--- config.mk ---
export PLATFORM = sky130hd
export DESIGN_NAME = gf_div
export DESIGN_NICKNAME = d
export VERILOG_FILES = /design/src/rtl/gf_div.sv
export SDC_FILE = /design/constraint.sdc
export NUM_CORES = 1
export LEC_CHECK = 0
export ABC_AREA = 1
export CAP_MARGIN = 5
export CORE_MARGIN = 2
export CORE_UTILIZATION = 30
export DETAILED_ROUTE_END_ITERATION = 6
export SETUP_SLACK_MARGIN = 0.5
export SYNTH_ARGS = -nofsm -noshare
export SYNTH_HDL_FRONTEND = slang
export SYNTH_SLANG_ARGS = --single-unit
--- constraint.sdc ---
create_clock -name i_clk -period 2.9 [get_ports i_clk]
set_input_delay 0.725 -clock i_clk [delete_from_list [all_inputs] [get_ports i_clk]]
set_output_delay 0.725 -clock i_clk [all_outputs]
set_load 0.01 [all_outputs]
--- src/rtl/gf_div.sv ---
// gf_div: sequential GF(2^WIDTH) divider, out = in_1 * in_2^(2^WIDTH - 2).
// The inverse uses Fermat exponentiation by repeated squaring and
// multiplication. One operation runs at a time, with a start/done handshake.
// Optional feature: define GF_DIV_ZERO_CHK_EN to detect a zero divisor.
// With it, a zero divisor skips the exponentiation and raises o_div_zero
// together with o_done.
module gf_div #(
  parameter int unsigned       WIDTH = 8,
  parameter logic [WIDTH-1:0]  POLY  = 8'h1B
) (
  input  logic             i_clk,
  input  logic             i_rst_n,
  input  logic             i_start,
  input  logic [WIDTH-1:0] in_1,
  input  logic [WIDTH-1:0] in_2,
  output logic [WIDTH-1:0] out,
  output logic             o_done,
  output logic             o_busy,
  output logic             o_div_zero
);

  localparam int unsigned      CW       = (WIDTH > 2) ? $clog2(WIDTH) : 1;
  localparam logic [CW-1:0]    CNT_LAST = CW'(WIDTH - 2);
  localparam logic [WIDTH-1:0] ONE      = WIDTH'(1);

  typedef enum logic [1:0] {IDLE, INV, MUL} state_t;

  state_t           state;
  logic [WIDTH-1:0] a;
  logic [WIDTH-1:0] sq;
  logic [WIDTH-1:0] acc;
  logic [CW-1:0]    cnt;

  logic [WIDTH-1:0] sq2;
  logic [WIDTH-1:0] mul_x;
  logic [WIDTH-1:0] mul_p;

  // Bit-parallel shift-and-add product reduced modulo the field polynomial
  function automatic logic [WIDTH-1:0] gf_mul(input logic [WIDTH-1:0] x,
                                              input logic [WIDTH-1:0] y);
    logic [WIDTH-1:0] p;
    logic [WIDTH-1:0] t;
    p = '0;
    t = x;
    for (int unsigned i = 0; i < WIDTH; i++) begin
      if (y[i]) p = p ^ t;
      t = t[WIDTH-1] ? ((t << 1) ^ POLY) : (t << 1);
    end
    return p;
  endfunction

  // Squarer and the shared multiplier.
  // INV multiplies acc by sq^2; MUL multiplies the dividend by acc.
  always_comb begin
    sq2   = gf_mul(sq, sq);
    mul_x = (state == MUL) ? a : sq2;
    mul_p = gf_mul(mul_x, acc);
  end

`ifdef GF_DIV_ZERO_CHK_EN
  logic zero;
  logic div_zero;

  assign o_div_zero = div_zero;

  // Control FSM with the datapath registers; zero divisors bypass INV
  always_ff @(posedge i_clk or negedge i_rst_n) begin
    if (!i_rst_n) begin
      state    <= IDLE;
      a        <= '0;
      sq       <= '0;
      acc      <= '0;
      cnt      <= '0;
      zero     <= 1'b0;
      out      <= '0;
      o_done   <= 1'b0;
      o_busy   <= 1'b0;
      div_zero <= 1'b0;
    end else begin
      o_done   <= 1'b0;
      div_zero <= 1'b0;
      case (state)
        IDLE: begin
          if (i_start) begin
            a      <= in_1;
            sq     <= in_2;
            acc    <= ONE;
            cnt    <= '0;
            o_busy <= 1'b1;
            zero   <= (in_2 == '0);
            state  <= (in_2 == '0) ? MUL : INV;
          end
        end
        INV: begin
          sq  <= sq2;
          acc <= mul_p;
          cnt <= cnt + CW'(1);
          if (cnt == CNT_LAST) state <= MUL;
        end
        MUL: begin
          // acc is still 1 on the bypass path, so force the zero quotient
          out      <= zero ? '0 : mul_p;
          div_zero <= zero;
          o_done   <= 1'b1;
          o_busy   <= 1'b0;
          state    <= IDLE;
        end
        default: state <= IDLE;
      endcase
    end
  end
`else
  assign o_div_zero = 1'b0;

  // Control FSM with the datapath registers; every operation takes WIDTH cycles
  always_ff @(posedge i_clk or negedge i_rst_n) begin
    if (!i_rst_n) begin
      state  <= IDLE;
      a      <= '0;
      sq     <= '0;
      acc    <= '0;
      cnt    <= '0;
      out    <= '0;
      o_done <= 1'b0;
      o_busy <= 1'b0;
    end else begin
      o_done <= 1'b0;
      case (state)
        IDLE: begin
          if (i_start) begin
            a      <= in_1;
            sq     <= in_2;
            acc    <= ONE;
            cnt    <= '0;
            o_busy <= 1'b1;
            state  <= INV;
          end
        end
        INV: begin
          sq  <= sq2;
          acc <= mul_p;
          cnt <= cnt + CW'(1);
          if (cnt == CNT_LAST) state <= MUL;
        end
        MUL: begin
          out    <= mul_p;
          o_done <= 1'b1;
          o_busy <= 1'b0;
          state  <= IDLE;
        end
        default: state <= IDLE;
      endcase
    end
  end
`endif

endmodule

# Word-level counts from Yosys, hierarchy flattened
# Index checks and enable logic that the tools add are counted.
# totals
out_inout_bits	11
in_bits	19
elab_cells	92
register_bits	39
# op_classes
bitwise	28
muxes	43
addsub	1
n_eq_ne	5
reduce_logical	7
# ops
op	count
two-way mux 8 bit	19
bitwise XOR 8 bit	14
two-way mux 5 bit	14
inverter 4 bit	14
one-hot mux 8 bit (2 select lines)	2
AND reduction 2 bit	4
one-hot mux 3 bit (2 select lines)	1
two-way mux 2 bit	2
!= test 2 bit (second input constant)	2
one-hot mux 2 bit (2 select lines)	1
nonzero test 2 bit	2
adder 3 x 1 -> 3 bit (second input constant)	1
== test 3 bit (second input constant)	1
two-way mux 3 bit	1
== test 2 x 1 -> 1 bit (second input constant)	1
== test 2 bit (second input constant)	1
logical NOT 2 bit	1
two-way mux 1 bit	2
one-hot mux 1 bit (2 select lines)	1

# Longest topological paths before layout
# Gate-level depths: netlist of the first run.
# logic_depth
depth_word	34
ltp_mapped	31
ltp_nobuf	30

# Worst setup path after synthesis of the first run
# Ideal clock, no wire load.
# synth_timing
path_type	register -> register
from	register sq[0]
to	register acc[6]
period_less_slack_ps	2741
required_time_ps	2783
n_path_buf	0
setup_ps	117
slack_ps	159
t_arrival_ps	2624
path_stages_with_launch	22
path_cell_list	dfrtp_1 -> ha_1 -> inv_2 -> nand2_1 -> nand3_2 -> nand2_2 -> nand2_1 -> nor2_1 -> nor2_2 -> nand2_1 -> nand3_1 -> nand2_2 -> nand3_1 -> nand3_2 -> nand2_2 -> nor2_1 -> xor2_1 -> nand3_1 -> nand2_1 -> nand2_1 -> nand3_1 -> nand2_1
# synth_via
elab_chain_len	32
word_cells_on_any_way	49
classes_between	mux (27); bitwise (22)
# synth_lines
item	line	rtl
from (decl)	30	logic [WIDTH-1:0] sq;
from (signal assigned)	132	sq <= in_2;
from (signal assigned)	140	sq <= sq2;
two-way mux 8 bit	46	if (y[i]) p = p ^ t;
bitwise XOR 8 bit	46	
two-way mux 8 bit	46	
bitwise XOR 8 bit	46	
two-way mux 8 bit	46	
bitwise XOR 8 bit	46	
two-way mux 8 bit	46	
bitwise XOR 8 bit	46	
(+16 left out)	-	
two-way mux 8 bit	46	
bitwise XOR 8 bit	46	
two-way mux 8 bit	46	
bitwise XOR 8 bit	46	
two-way mux 8 bit	46	
bitwise XOR 8 bit	46	
two-way mux 8 bit (*)	46	
one-hot mux 8 bit (2 select lines) (*)	128	case (state)
to (signal assigned)	141	acc <= mul_p;
to (decl)	31	logic [WIDTH-1:0] acc;
# Every way passes the cells marked *; elsewhere a longest branch is shown, timed or not.
# A chain may end at the register's enable or synchronous reset.

# Worst setup path after layout of the first run
# layout_timing
from	register sq[7]
to	register acc[1]
# layout_via
elab_chain_len	33
word_cells_on_any_way	59
classes_between	mux (32); bitwise (27)
# layout_lines
item	line	rtl
two-way mux 5 bit	47	t = t[WIDTH-1] ? ((t << 1) ^ POLY) : (t << 1);
bitwise XOR 8 bit	46	
two-way mux 8 bit	46	
bitwise XOR 8 bit	46	
two-way mux 8 bit	46	
bitwise XOR 8 bit	46	
two-way mux 8 bit	46	
bitwise XOR 8 bit	46	
(+17 left out)	-	
two-way mux 8 bit	46	
bitwise XOR 8 bit	46	
two-way mux 8 bit	46	
bitwise XOR 8 bit	46	
two-way mux 8 bit	46	
bitwise XOR 8 bit	46	
two-way mux 8 bit (*)	46	
one-hot mux 8 bit (2 select lines) (*)	128	
# Marked as above.

==> results of run 1 <==
==> through the flow <==
| step | util [%] | setup slack, ns | instances | hold slack (ns) | TNS, ns |
|---|---|---|---|---|---|
| 2_1_floorplan | - | 0.279 | 848 | 0.429 | 0 |
| 3_3_place_gp | 36.7 | -0.0445 | 1130 | 0.471 | -0.243 |
| 3_5_place_dp | 36.7 | -0.0697 | 1130 | 0.469 | -0.593 |
| 4_1_cts | 40.2 | 0.0185 | 1152 | 0.490 | 0 |
| 5_1_grt | 46.3 | -0.339 | 1162 | 0.513 | -4.35 |
| 6_report | 46.3 | -0.131 | 1162 | 0.482 | -1.27 |
==> layout by cell type (no fill, tap or decap), types with 8 or more instances in the layout <==
master	instances
sky130_fd_sc_hd__nor2_1	25
sky130_fd_sc_hd__dfrtp_1	36
sky130_fd_sc_hd__nor2_2	10
sky130_fd_sc_hd__o22ai_1	9
sky130_fd_sc_hd__nand2_1	262
sky130_fd_sc_hd__buf_4	72
sky130_fd_sc_hd__nand2_2	94
sky130_fd_sc_hd__nand2_4	47
sky130_fd_sc_hd__o21ai_0	12
sky130_fd_sc_hd__mux2_2	8
sky130_fd_sc_hd__inv_1	77
sky130_fd_sc_hd__inv_2	20
sky130_fd_sc_hd__nand3_4	23
sky130_fd_sc_hd__nand3_2	47
sky130_fd_sc_hd__clkdlybuf4s50_1	27
sky130_fd_sc_hd__nand3_1	71
==> kinds of logic (layout without fill, tap and decap cells) <==
kind of cell,Yosys count,after routing
fa+ha+maj,3,3
mux,8,8
other cells,1,1
xor+xnor,20,20
simple gates,608,610
flops,39,39
compound gates,40,40
buf+inv,129,225
==> routing by layer <==
metal  global-route usage, %  vias to the layer above  share of wire (%)
met2                    30.7                      206                 48
met5                       0                        -                  0
met3                    2.58                       42                5.3
met4                    6.45                        0                3.1
li1                        -                     2847                  -
met1                    25.0                     2735                 43
==> worst max path at each step <==
stage                    endpoint  slack (ns)  cells after the start
2_1_floorplan  acc[6]$_DFFE_PN0P_        0.28                     24
3_3_place_gp   acc[5]$_DFFE_PN0P_       -0.04                     27
3_5_place_dp   out[7]$_DFFE_PN0P_       -0.07                     22
4_1_cts        acc[3]$_DFFE_PN0P_        0.02                     21
5_1_grt        acc[1]$_DFFE_PN0P_       -0.34                     26
6_report       acc[1]$_DFFE_PN0P_       -0.13                     24
==> registers in the layout (all words and copies together), names as in the netlist <==
name	flops
sq	8
o_busy	1
a	8
cnt	3
o_done	1
out	8
acc	8
state	2
==> area by class of cell <==
class	count	area [um^2]	area share, %
clock buffers	5	125	1.72
clock inverters	3	23.8	0.327
inverters	105	409	5.63
multi-input cells	682	4460	61.4
flip-flops and latches	39	980	13.5
well taps	216	270	3.72
repair buffers	112	1000	13.7
==> what timing repair did <==
item,CTS,global route
endpoints found under the setup margin,16,17
setup buffers,13,8
resized for setup,67,204
gates cloned,1,2
pin swaps,53,118
==> worst max-delay path, delay by kind of cell, from the launching register on <==
| family | cells | cell delay [ns] |
|---|---|---|
| AND/OR/NAND/NOR | 22 | 2.09 |
| flip-flops | 1 | 0.43 |
| adder cells (fa/ha/maj) | 1 | 0.33 |
| buffers and inverters | 1 | 0.05 |
==> metrics.log, run 1 <==
[metrics] top fanout value on the critical path: 8
[metrics] setup repair after global routing missed its margin: yes
[metrics] maximum clock frequency: 330 MHz
[metrics] via count of the first global-routing pass: 5267
[metrics] Arrival @ worst endpoint: 3.21 ns
[metrics] CTS tree: done
[metrics] worst-case clock buffer depth: 2
[metrics] Reg-to-Reg End: acc[1]$_DFFE_PN0P_
[metrics] run status: finished with violations
[metrics] area of all placed cells without fillers: 0.00727 mm^2
[metrics] overall fraction of global-route tracks in use: 18.6%
[metrics] most instantiated cells after synthesis: sky130_fd_sc_hd__nand2_1 (364), sky130_fd_sc_hd__nand3_1 (129), sky130_fd_sc_hd__inv_1 (83)
[metrics] final critical-path required period: 3.03 ns
[metrics] fraction of layout cells with a size suffix above 1: 41.0%
[metrics] antenna violations before repair: 0
[metrics] Netlist cell types: 31
[metrics] overall die height: 130 um
[metrics] number of instances in the synthesized netlist: 848
[metrics] post-DR vias/cell: 5.02
[metrics] standard cell with the maximum stage delay on the critical path: sky130_fd_sc_hd__dfrtp_1
[metrics] final-report hold violation count: 0
[metrics] first-pass iteration count of the detailed router: 5
[metrics] actual slew at the worst max-slew pin: 0.695 ns
[metrics] CP Launch Point: sq[7]$_DFFE_PN0P_
[metrics] placement-stage cell area: 0.00577 mm^2
[metrics] detail-routed net length per standard cell: 14.5 um
[metrics] final max-slew violation count: 0
[metrics] syn_nets: 870
[metrics] Hold WC Path Type: primary input to async pin
[metrics] Total Die Area: 0.0170 mm^2
[metrics] remaining routing DRC violations: 0
[metrics] predominant post-synthesis flop cell: sky130_fd_sc_hd__dfrtp_1
[metrics] Final HPWL DP: 11.3 mm
[metrics] share of the clock period used by the worst path after layout: 105%
[metrics] post-route setup slack: -0.131 ns
[metrics] Syn-to-layout area delta: 52.0%
[metrics] number of warnings reported in the yosys synthesis log: 0
[metrics] dominant cells by area after synthesis: sky130_fd_sc_hd__nand2_1 (29%), sky130_fd_sc_hd__dfrtp_1 (20%), sky130_fd_sc_hd__nand3_1 (13%)
[metrics] Synth Register Bits: 39
[metrics] number of antenna cells inserted: 0
[metrics] dominant combinational cell family by area after synthesis: simple AND/OR/NAND/NOR gates
[metrics] origin of the critical flop-to-flop path: sq[7]$_DFFE_PN0P_
[metrics] wire length of the first global-routing pass: 25.3 mm
[metrics] master cell of the clock root buffer: sky130_fd_sc_hd__clkbuf_16
[metrics] count of standard-cell rows: 46
[metrics] register-to-register setup slack: -0.13 ns
[metrics] worst setup skew after layout: 0.00661 ns
[metrics] fraction of synthesized cell area in xor and xnor cells: 3.66%
[metrics] Ports: 30
[metrics] path depth of the worst reg2reg path: 24
[metrics] effective utilization at floorplan: 30.5%
[metrics] count leader, synth: sky130_fd_sc_hd__nand2_1
[metrics] CTS H-Tree Depth: 2
[metrics] series of cell instances along the critical path: ha_4 > inv_4 > nand2_4 > nand3_4 > nand2_4 > nand2_2 > nor2_1 > nor2_2 > nand2_2 > nand3_2 > nand2_4 > nand3_4 > nand3_4 > nand2_8 > nand2_4 > nand2_4 > nor2_2 > nand3_2 > nand2_1 > nand2_2 > nand2_2 > nand2_2 > nand3_2 > nand2_1
[metrics] share of the synthesized area in the top cell type: 28.6%
[metrics] number of enable flip-flop cells after synthesis: 0
[metrics] Clk pin slew, worst setup/hold paths: 0.07 ns
[metrics] fill count: 1518
[metrics] Buffers on Ports: 28
[metrics] stage delay of the slowest cell on the critical path: 0.43 ns
[metrics] area leader, netlist: sky130_fd_sc_hd__nand2_1
[metrics] maximum number of pins on one net before global-route repair: 40
[metrics] routed vias: 5830
[metrics] GPL Wtd Cong: 0.952
[metrics] area share of fa/ha/maj cells after synthesis: 0.785%
[metrics] crit path kind: flip-flop to flip-flop
[metrics] Detailed Route Iter0 Violations: 344
[metrics] capturing element type of the critical path: flip-flop
[metrics] portion of the post-synthesis area used by sequential elements: 20.4%
[metrics] final global-route overflow total: 0
[metrics] Slew headroom: 53.6%
[metrics] data required time at the worst endpoint: 3.08 ns
[metrics] core outline area: 0.0157 mm^2
[metrics] fraction of registers with async set or reset after synthesis: 100%
[metrics] Antenna Nets Post-Route: 0
[metrics] share of the synthesized area in compound gates (AO/OA/AOI/OAI): 4.58%
[metrics] number of endpoints failing setup at the final stage: 16
[metrics] die width: 130 um
[metrics] # Max-Cap Violations: 0
[metrics] violations in the final reports: setup timing
[metrics] portion of netlist area occupied by mux cells: 1.88%
[metrics] critical path launch point type: flip-flop
[metrics] cell area after synthesis: 0.00478 mm^2
[metrics] number of clock sinks: 39
[metrics] number of buffers added by the clock tree synthesis step: 5
[metrics] post-detailed-routing wire length: 16.8 mm
[metrics] clock network latency to the later pin of the worst-skew pair: 0.30 ns
[metrics] post-synthesis simple-gate area fraction: 56.8%
[metrics] per-instance average area after synthesis: 5.64 um^2
[metrics] Total Nets Final: 967
[metrics] cts hold-fix bufs: 0
Power of run 1 is not shown: default switching activity piles up to over one toggle a cycle in this logic, so the estimate is an artifact.
==> inputs of run 2 (changes only) <==
--- a/config.mk
+++ b/config.mk
@@ -5,7 +5,7 @@
 export SDC_FILE = /design/constraint.sdc
 export NUM_CORES = 1
 export LEC_CHECK = 0
-export ABC_AREA = 1
+export ABC_CLOCK_PERIOD_IN_PS = 2900
 export CAP_MARGIN = 5
 export CORE_MARGIN = 2
 export CORE_UTILIZATION = 30
==> metrics.log, run 2 <==
[metrics] maximum number of pins on one net before global-route repair: 40
[metrics] Hold WC Path Type: flip-flop to flip-flop
[metrics] critical path launch point type: flip-flop
[metrics] portion of the post-synthesis area used by sequential elements: 29.6%
[metrics] CTS H-Tree Depth: 2
[metrics] post-DR vias/cell: 4.71
[metrics] fraction of registers with async set or reset after synthesis: 100%
[metrics] via count of the first global-routing pass: 2763
[metrics] remaining routing DRC violations: 0
[metrics] number of warnings reported in the yosys synthesis log: 0
[metrics] Final HPWL DP: 6.53 mm
[metrics] master cell of the clock root buffer: sky130_fd_sc_hd__clkbuf_8
[metrics] share of the synthesized area in the top cell type: 29.6%
[metrics] cts hold-fix bufs: 0
[metrics] overall fraction of global-route tracks in use: 15.4%
[metrics] effective utilization at floorplan: 30.5%
[metrics] number of buffers added by the clock tree synthesis step: 5
[metrics] area leader, netlist: sky130_fd_sc_hd__dfrtp_1
[metrics] post-route setup slack: -0.379 ns
[metrics] fill count: 1026
[metrics] number of instances in the synthesized netlist: 383
[metrics] violations in the final reports: setup timing
[metrics] Slew headroom: 40.4%
[metrics] predominant post-synthesis flop cell: sky130_fd_sc_hd__dfrtp_1
[metrics] Total Nets Final: 493
[metrics] Ports: 30
[metrics] top fanout value on the critical path: 5
[metrics] first-pass iteration count of the detailed router: 4
[metrics] share of the clock period used by the worst path after layout: 113%
[metrics] routed vias: 2882
[metrics] number of antenna cells inserted: 0
[metrics] cell area after synthesis: 0.00329 mm^2
[metrics] worst slack, placed: -0.484 ns
[metrics] per-instance average area after synthesis: 8.60 um^2
[metrics] clock network latency to the later pin of the worst-skew pair: 0.30 ns
[metrics] syn_nets: 405
[metrics] Synth Register Bits: 39
[metrics] antenna violations before repair: 0
[metrics] register-to-register setup slack: -0.38 ns
[metrics] count of standard-cell rows: 38
[metrics] core outline area: 0.0108 mm^2
[metrics] worst hold slack across all endpoints: 0.494 ns
[metrics] count leader, synth: sky130_fd_sc_hd__nand2_1
[metrics] worst setup skew after layout: 0.0166 ns
[metrics] final global-route overflow total: 0
[metrics] run status: finished with violations
[metrics] Detailed Route Iter0 Violations: 148
[metrics] Arrival @ worst endpoint: 3.50 ns
[metrics] final-report hold violation count: 0
[metrics] number of enable flip-flop cells after synthesis: 0
[metrics] maximum clock frequency: 305 MHz
[metrics] final max-slew violation count: 0
[metrics] overall die height: 109 um
[metrics] crit path kind: flip-flop to flip-flop
[metrics] actual slew at the worst max-slew pin: 0.894 ns
[metrics] dominant cells by area after synthesis: sky130_fd_sc_hd__dfrtp_1 (30%), sky130_fd_sc_hd__xnor2_1 (15%), sky130_fd_sc_hd__nand2_1 (9.9%)
[metrics] fraction of layout cells with a size suffix above 1: 30.7%
[metrics] Netlist cell types: 49
[metrics] number of endpoints failing setup at the final stage: 16
[metrics] Syn-to-layout area delta: 43.4%
[metrics] final critical-path required period: 3.28 ns
[metrics] leading cell type in the layout, fill and taps excluded: sky130_fd_sc_hd__nand2_1
[metrics] worst-case clock buffer depth: 2
[metrics] CTS tree: done
[metrics] Antenna Nets Post-Route: 0
[metrics] highest-count cells in the layout ignoring fill and taps: sky130_fd_sc_hd__nand2_1 (84), sky130_fd_sc_hd__buf_4 (68), sky130_fd_sc_hd__dfrtp_1 (38), sky130_fd_sc_hd__xnor2_1 (36), sky130_fd_sc_hd__clkdlybuf4s50_1 (27)
[metrics] most instantiated cells after synthesis: sky130_fd_sc_hd__nand2_1 (87), sky130_fd_sc_hd__xnor2_1 (55), sky130_fd_sc_hd__dfrtp_1 (39)
[metrics] GPL Wtd Cong: 0.873
[metrics] number of clock sinks: 39
[metrics] capturing element type of the critical path: flip-flop
[metrics] Total Die Area: 0.0118 mm^2
[metrics] Buffers on Ports: 28
[metrics] # Max-Cap Violations: 0
[metrics] die width: 109 um
[metrics] setup repair after global routing missed its margin: yes
[metrics] Clk pin slew, worst setup/hold paths: 0.09 ns
[metrics] data required time at the worst endpoint: 3.12 ns
[metrics] post-detailed-routing wire length: 8.76 mm
[metrics] wire length of the first global-routing pass: 14.1 mm
[metrics] detail-routed net length per standard cell: 14.3 um
-- run 2: logic make-up (layout without fill, tap and decap cells) --
| family | Yosys count | after routing | share of synthesized area [%] |
|---|---|---|---|
| adders and majority gates | 3 | 3 | 1.14 |
| xor gates and xnor gates | 92 | 92 | 28.9 |
| other | 1 | 1 | 0.114 |
| AOI/OAI and AO/OA | 65 | 65 | 12.0 |
| buffers and inverters | 31 | 120 | 3.80 |
| muxes | 24 | 24 | 8.09 |
| DFF | 39 | 39 | 29.6 |
| and+or+nand+nor | 128 | 128 | 16.4 |
-- run 2: cell type report --
class / instances / area [um^2] / area share (%)
Clock buffer: 6 / 72.6 / 1.54
Tap cell: 140 / 175 / 3.71
Sequential cell: 39 / 977 / 20.7
Clock inverter: 2 / 60.1 / 1.27
Multi-Input combinational cell: 313 / 2500 / 52.9
Timing Repair Buffer: 105 / 913 / 19.3
Inverter: 7 / 26.3 / 0.556
-- run 2: stage by stage --
stage	TNS (ns)	util [%]	area, um^2	std cells
floorplan	-0.620	-	3370	383
global placement	-4.55	39.1	4220	589
detailed placement	-5.20	39.1	4220	589
CTS	-3.53	41.9	4530	608
global route	-6.96	43.8	4720	612
finish	-4.44	43.8	4720	612
-- run 2: worst max-delay path: stages, from the launching register on --
cell                      delay, ns
sky130_fd_sc_hd__dfrtp_2       0.44
sky130_fd_sc_hd__ha_4          0.31
sky130_fd_sc_hd__xor2_4        0.22
sky130_fd_sc_hd__buf_12        0.14
sky130_fd_sc_hd__mux2i_4       0.24
sky130_fd_sc_hd__xnor2_2       0.17
sky130_fd_sc_hd__mux2_4        0.34
sky130_fd_sc_hd__o21ai_4       0.14
sky130_fd_sc_hd__xnor2_4       0.20
sky130_fd_sc_hd__nand2_1       0.10
sky130_fd_sc_hd__xor2_1        0.18
sky130_fd_sc_hd__xnor2_1       0.19
sky130_fd_sc_hd__xnor3_1       0.37
sky130_fd_sc_hd__o22ai_1       0.16
-- run 2: metal layers --
layer  share of wire [%]  wire (um)  vias up  global-route usage (%)
met5                   0          0        -                       0
met1                  49       4300     1384                    22.2
li1                    -          -     1435                       -
met3                 3.5        310        7                    3.05
met4                0.67         59        0                    2.75
met2                  47       4090       56                    24.2
-- run 2: path summary, 6_finish.rpt --
check	start	end	depth (start not counted)
worst max-delay path	sq[0]$_DFFE_PN0P_	acc[4]$_DFFE_PN0P_	13
worst min-delay path	out[4]$_DFFE_PN0P_	out[4]$_DFFE_PN0P_	2
worst max register to register	sq[0]$_DFFE_PN0P_	acc[4]$_DFFE_PN0P_	13
worst min register to register	out[4]$_DFFE_PN0P_	out[4]$_DFFE_PN0P_	2
max in group asynchronous	i_rst_n	sq[0]$_DFFE_PN0P_	1
min in group asynchronous	i_rst_n	out[7]$_DFFE_PN0P_	1
-- run 2: what timing repair did --
| item | 4_1_cts | 5_1_grt |
|---|---|---|
| hold endpoints to repair | 0 | 0 |
| setup endpoints to repair | 16 | 16 |
| gates resized for setup | 19 | 25 |
| buffers inserted | 11 | 4 |
| pin swaps | 17 | 18 |
Power of run 2 is left out for the same reason.
==> inputs of run 3 (changes only) <==
--- a/config.mk
+++ b/config.mk
@@ -6,11 +6,10 @@
 export NUM_CORES = 1
 export LEC_CHECK = 0
 export ABC_CLOCK_PERIOD_IN_PS = 2900
-export CAP_MARGIN = 5
 export CORE_MARGIN = 2
 export CORE_UTILIZATION = 30
 export DETAILED_ROUTE_END_ITERATION = 6
-export SETUP_SLACK_MARGIN = 0.5
+export SETUP_SLACK_MARGIN = 0.3
 export SYNTH_ARGS = -nofsm -noshare
 export SYNTH_HDL_FRONTEND = slang
 export SYNTH_SLANG_ARGS = --single-unit
==> results of run 3 <==
Same layout as run 2: the final DEF is identical, and so are final timing and power.
Power of run 3 is left out for the same reason.
